--- config.mk ---
export PLATFORM = sky130hd
export DESIGN_NAME = mod_counter_param
export DESIGN_NICKNAME = d
export VERILOG_FILES = /design/src/rtl/mod_counter_param.sv
export SDC_FILE = /design/constraint.sdc
export NUM_CORES = 1
export LEC_CHECK = 0
export CAP_MARGIN = 15
export CORE_MARGIN = 2
export CORE_UTILIZATION = 30
export DETAILED_ROUTE_END_ITERATION = 12
export GPL_TIMING_DRIVEN = 0
export PLACE_DENSITY_LB_ADDON = 0.08
export SYNTH_ARGS = -nofsm -noshare
export SYNTH_HDL_FRONTEND = slang
export SYNTH_SLANG_ARGS = --single-unit
--- constraint.sdc ---
create_clock -name clk -period 3.25 [get_ports clk]
set_input_delay 0.65 -clock clk [delete_from_list [all_inputs] [get_ports clk]]
set_output_delay 0.65 -clock clk [all_outputs]
set_load 0.01 [all_outputs]
--- src/rtl/mod_counter_param.sv ---
// mod_counter_param: modulo counter with a runtime-programmable terminal value.
// Supports up/down counting, count enable, synchronous load with clamping,
// a registered match flag, a one-cycle wrap pulse and a saturating pass counter.
module mod_counter_param #(
  parameter int WIDTH      = 4,
  parameter int WRAP_WIDTH = 8
) (
  input  logic                  clk,
  input  logic                  reset_n,
  input  logic                  en,
  input  logic                  dir,
  input  logic                  load,
  input  logic [WIDTH-1:0]      load_val,
  input  logic [WIDTH-1:0]      limit,
  input  logic [WIDTH-1:0]      match_val,
  input  logic                  clr_wraps,
  output logic [WIDTH-1:0]      count,
  output logic                  match,
  output logic                  wrap,
  output logic [WRAP_WIDTH-1:0] wrap_cnt,
  output logic                  wrap_sat
);

  logic [WIDTH-1:0]      count_nxt;
  logic                  wrap_evt;
  logic [WRAP_WIDTH-1:0] wrap_cnt_nxt;

  // Next count and wrap event: load beats enable; comparisons against limit
  // keep the count inside 0..limit even when limit moves under it.
  always_comb begin
    // NOTE: every output of this block gets a default first, so no path leaves
    // a value unassigned and no latch is inferred.
    count_nxt = count;
    wrap_evt  = 1'b0;
    if (load) begin
      count_nxt = (load_val > limit) ? limit : load_val;
    end else if (en) begin
      if (dir) begin
        if (count >= limit) begin
          count_nxt = '0;
          wrap_evt  = 1'b1;
        end else begin
          count_nxt = count + 1'b1;
        end
      end else begin
        if (count == '0) begin
          count_nxt = limit;
          wrap_evt  = 1'b1;
        end else if (count > limit) begin
          count_nxt = limit;
        end else begin
          count_nxt = count - 1'b1;
        end
      end
    end
  end

  // Next pass count: clear wins over a simultaneous wrap, increments stick at all-ones.
  always_comb begin
    wrap_cnt_nxt = wrap_cnt;
    if (clr_wraps) begin
      wrap_cnt_nxt = '0;
    end else if (wrap_evt && (wrap_cnt != '1)) begin
      wrap_cnt_nxt = wrap_cnt + 1'b1;
    end
  end

  // State register: synchronous reset, flags computed from the next values so
  // they line up with the count they describe.
  always_ff @(posedge clk) begin
    // NOTE: sequential state uses non-blocking assignments so every register
    // samples the pre-edge values regardless of statement order.
    if (!reset_n) begin
      count    <= '0;
      match    <= 1'b0;
      wrap     <= 1'b0;
      wrap_cnt <= '0;
      wrap_sat <= 1'b0;
    end else begin
      count    <= count_nxt;
      match    <= (count_nxt == match_val);
      wrap     <= wrap_evt;
      wrap_cnt <= wrap_cnt_nxt;
      wrap_sat <= (wrap_cnt_nxt == '1);
    end
  end

endmodule

# Word-level counts from Yosys, hierarchy flattened
# Index checks and enable logic that the tools add are counted.
# op_classes
n_addsub,3
order_cmp,3
n_eq_ne,3
muxes,14
reduce_logical,2
# op_table
cell,n
$mux 4,7
$mux 8,2
$add 8x1->8 const B,1
$eq 8x8->1 const B,1
$gt 4x4->1,2
$ne 8x8->1 const B,1
$mux 1,5
$add 4x1->4 const B,1
$eq 4x4->1,1
$ge 4x4->1,1
$logic_not 4->1,1
$sub 4x1->4 const B,1
$logic_and 1x1->1,1
# totals
ff_bits,15
in_bits,18
output_inout_bits,15
wordCells,30

# Longest topological paths before layout
# logic_depth
ltp_word,9
ltp_mapped,10
mapped_depth_nobuf,10

# Least setup slack after synthesis
# No wires, ideal clock.
# synth_path
kind,input-to-reg
startpoint,input port limit[3]
endpoint,register match
setup_ns,0.103
arrival_time_ns,2.694
required_time_ns,3.147
slack_ns,0.453
stages,9
n_path_buf,0
cell_sequence,inv_1 > ha_1 > and2_1 > nor3_2 > a211oi_1 > a211o_1 > a32o_1 > a2111o_1 > a2111oi_2
# synth_between
elab_chain_len,7
elab_cells_between_ends,11
cone_classes,order compare (3); eq/ne (1); mux (7)
# synth_rtl
item,line_no,source
"start, declared",14,"input logic [WIDTH-1:0] limit,"
$gt 4x4->1,49,end else if (count > limit) begin
$mux 4,49,
$mux 4,46,if (count == '0) begin
$mux 4,38,if (dir) begin
$mux 4,37,end else if (en) begin
$mux 4 (*),35,if (load) begin
$eq 4x4->1 (*),81,match <= (count_nxt == match_val);
"end signal, assigned",81,
"end, declared",18,"output logic match,"
# Every way passes the cells marked *; elsewhere a longest branch is shown, timed or not.
# A chain may end at the register's enable or synchronous reset.

# Worst setup path in the final report
# layout_path
startpoint,input port limit[2]
endpoint,register match
# The elaborated chain is that of the path after synthesis.

==> out/metrics.yaml <==
clock_sinks: 15
ir_worst_vdd_mv: 0.188
cts_tree: "yes"
period_share_pct: 94.7
hold_buffers: 0
yosys_warnings: 0
ys_seq_elements: 15
track_usage_pct: 15.8
synth_top_area_share_pct: 24.2
critPathRequiredTime_ps: 3400
relSlewSlack_pct: 65.8
ys_seq_area_share_pct: 24.2
syn-instance-count: 152
htree_num_levels: 1
finClkSkew_ps: 1.91
vias: 1235
die_width_um: 68.3
grt_max_degree: 11
ys_top_cells_by_area: "dfxtp_1 24%, ha_1 12%, xor2_1 4.2%"
yosys.area.top_type: "dfxtp_1"
critPathMaxFanout: 3
fmax_ghz: 0.325
regArea_um2: 300
critPathCaptureType: "register"
hp-class: "reg2reg"
rows: 23
status: "finished, final reports clean"
cts_buffer_depth: 2
crit_chain: "clkdlybuf4s50_1 > inv_1 > ha_1 > nand4_1 > nor2_2 > a21o_1 > o21ai_0 > a32o_2 > xor2_1 > a2111o_1 > a2111oi_4"
worstSkewPairLatency_ps: 250
worst_slack_ps: 172
nets: 221
core_um2: 4000
n_antenna_cell: 0
critPathSlowestCell: "clkdlybuf4s50_1"
p_per_area_nw_per_um2: 335
fillers: 390
ys_types: 40
crit_family: "compound AO/OA/AOI/OAI gates"
mostFrequentLayoutCell: "clkdlybuf4s50_1"
routedWlPerCell_um: 14.3
hold_viol_final: 0
die_y_um: 68.3
cts-root-buf: "clkbuf_8"
setup_viol: 0
wl_um: 3420
area_growth_pct: 41.7
numCtsBuffers: 3
final_cell_mix: "29 x clkdlybuf4s50_1, 15 x dfxtp_1, 12 x nor2_1, 11 x ha_1"
worst-path-buf-inv: 2
drt_iter0_drc: 79
syn_area_per_cell_um2: 8.16
drv_slew: 0
initial_core_util_pct: 31.0
syn-num-nets: 182
post-place-ws_ps: -362
whs_ps: 534
dp_hpwl_um: 2560
path_class: "in2reg"
grt_first_pass_wirelength_um: 5560
ant_nets: 0
vias_per_cell: 5.15
slowest_delay_ps: 490
grt_pass1_vias: 1219
antenna_found_initial: 0
drive_gt1_share_pct: 12.6
portBuffers: 31
drt-pass1-iter-count: 4
drc: 0
arrival_ps: 3220
path_clk_slew_ps: 60
drv_cap: 0
p_leak_nw: 0.656
crit_path_start_kind: "primary input"
die_area_um2: 4660
io_pins: 33
gp_congestion: 0.794
syn_area_um2: 1240
grt.overflow.total: 0
finalCriticalPeriod_ps: 3080
rsz0062_at_grt: "false"
worstMarginPinSlew_ps: 513
multi_input_comb_area_um2: 955
==> worst reg2reg max path: cells and delay by family (launching register included) <==
kind | cells | cell delay, ps
buffers and inverters | 1 | 170
xor gates and xnor gates | 1 | 140
DFF | 1 | 480
AOI/OAI and AO/OA | 5 | 1170
adders and majority gates | 1 | 300
and+or+nand+nor | 2 | 340
==> sequential cells by signal, summed over array words and instances (netlist names) <==
signal	cells
count	4
wrap	1
wrap_cnt	8
match	1
wrap_sat	1
==> layer usage <==
layer  part of all wire [%]  routed length (um)  vias to the layer above  track usage [%]
met5                      0                   0                        -                0
met4                    1.1                  36                        0             7.50
met3                    5.1                 173                        4             2.47
met2                     47                1620                       27             26.5
met1                     46                1590                      568             19.5
li1                       -                   -                      636                -
==> cell families (layout without fill, tap and decap cells) <==
| kind of cell | Yosys count | after routing | synth area share [%] |
|---|---|---|---|
| fa+ha+maj | 12 | 12 | 12.1 |
| compound gates | 34 | 34 | 19.7 |
| simple gates | 63 | 63 | 28.9 |
| buf+inv | 14 | 52 | 4.84 |
| flops | 15 | 15 | 24.2 |
| xor+xnor | 10 | 10 | 7.06 |
| mux | 4 | 4 | 3.23 |
==> worst paths after layout <==
kind	from	end	slack (ps)	cells past startpoint
setup / recovery	limit[2]	match	170	11
hold / removal	wrap_cnt[1]	wrap_cnt[1]	530	2
setup reg to reg	count[0]	match	570	10
hold reg to reg	wrap_cnt[1]	wrap_cnt[1]	530	2
==> what timing repair did <==
| item | 4_1_cts | 5_1_grt |
|---|---|---|
| resized for setup | 10 | 10 |
| endpoints found under the setup margin | 2 | 3 |
| hold endpoints to repair | 0 | 0 |
| pin swaps | 4 | 4 |
| gates cloned | 0 | 0 |
| setup buffers | 2 | 1 |
==> through the flow <==
step           util (%)  setup TNS, ps  area (um^2)  power (mW)  cells
2_1_floorplan         -              0         1240       0.333    152
3_3_place_gp       40.3           -921         1610       0.403    233
3_5_place_dp       40.3           -865         1610       0.403    233
4_1_cts            42.9              0         1720       0.577    239
5_1_grt            43.9              0         1760       0.627    240
6_report           43.9              0         1760       0.588    240
==> Yosys cell counts <==
master	number
dfxtp_1	15
nor2_1	13
ha_1	12
a21oi_1	9
inv_1	9
nand2_1	8
nand3_1	8
nor3_1	8
nor2b_1	6
xor2_1	6
and2_1	4
mux2i_1	4
nand4_1	4
o21ai_0	4
xnor2_1	4
a2111oi_0	3
a211oi_1	3
clkbuf_1	3
nand2b_1	3
nor4b_1	3
o21ai_1	3
a32o_1	2
a2111o_1	1
a2111oi_2	1
a211o_1	1
a21o_1	1
a22oi_1	1
and4_1	1
and4b_1	1
and4bb_1	1
buf_1	1
buf_6	1
nor3_2	1
nor3b_4	1
o211ai_1	1
o211ai_2	1
o21a_1	1
o311ai_0	1
o32ai_1	1
or2_2	1
==> cell type report <==
cell class | count | area share [%]
sequential | 15 | 17.1
multi-input combinational | 123 | 54.3
inverter | 9 | 1.92
buffer | 5 | 1.50
tap | 50 | 3.56
clock buffer | 4 | 2.56
timing repair buffer | 34 | 19.0
==> power breakdown <==
part           internal, mW  total, mW  switching (mW)
logic                 0.113      0.230           0.117
registers             0.191      0.205          0.0136
clock network        0.0868      0.153          0.0662
total                 0.391      0.588           0.197
No activity file was read; power rests on OpenSTA's default activity.
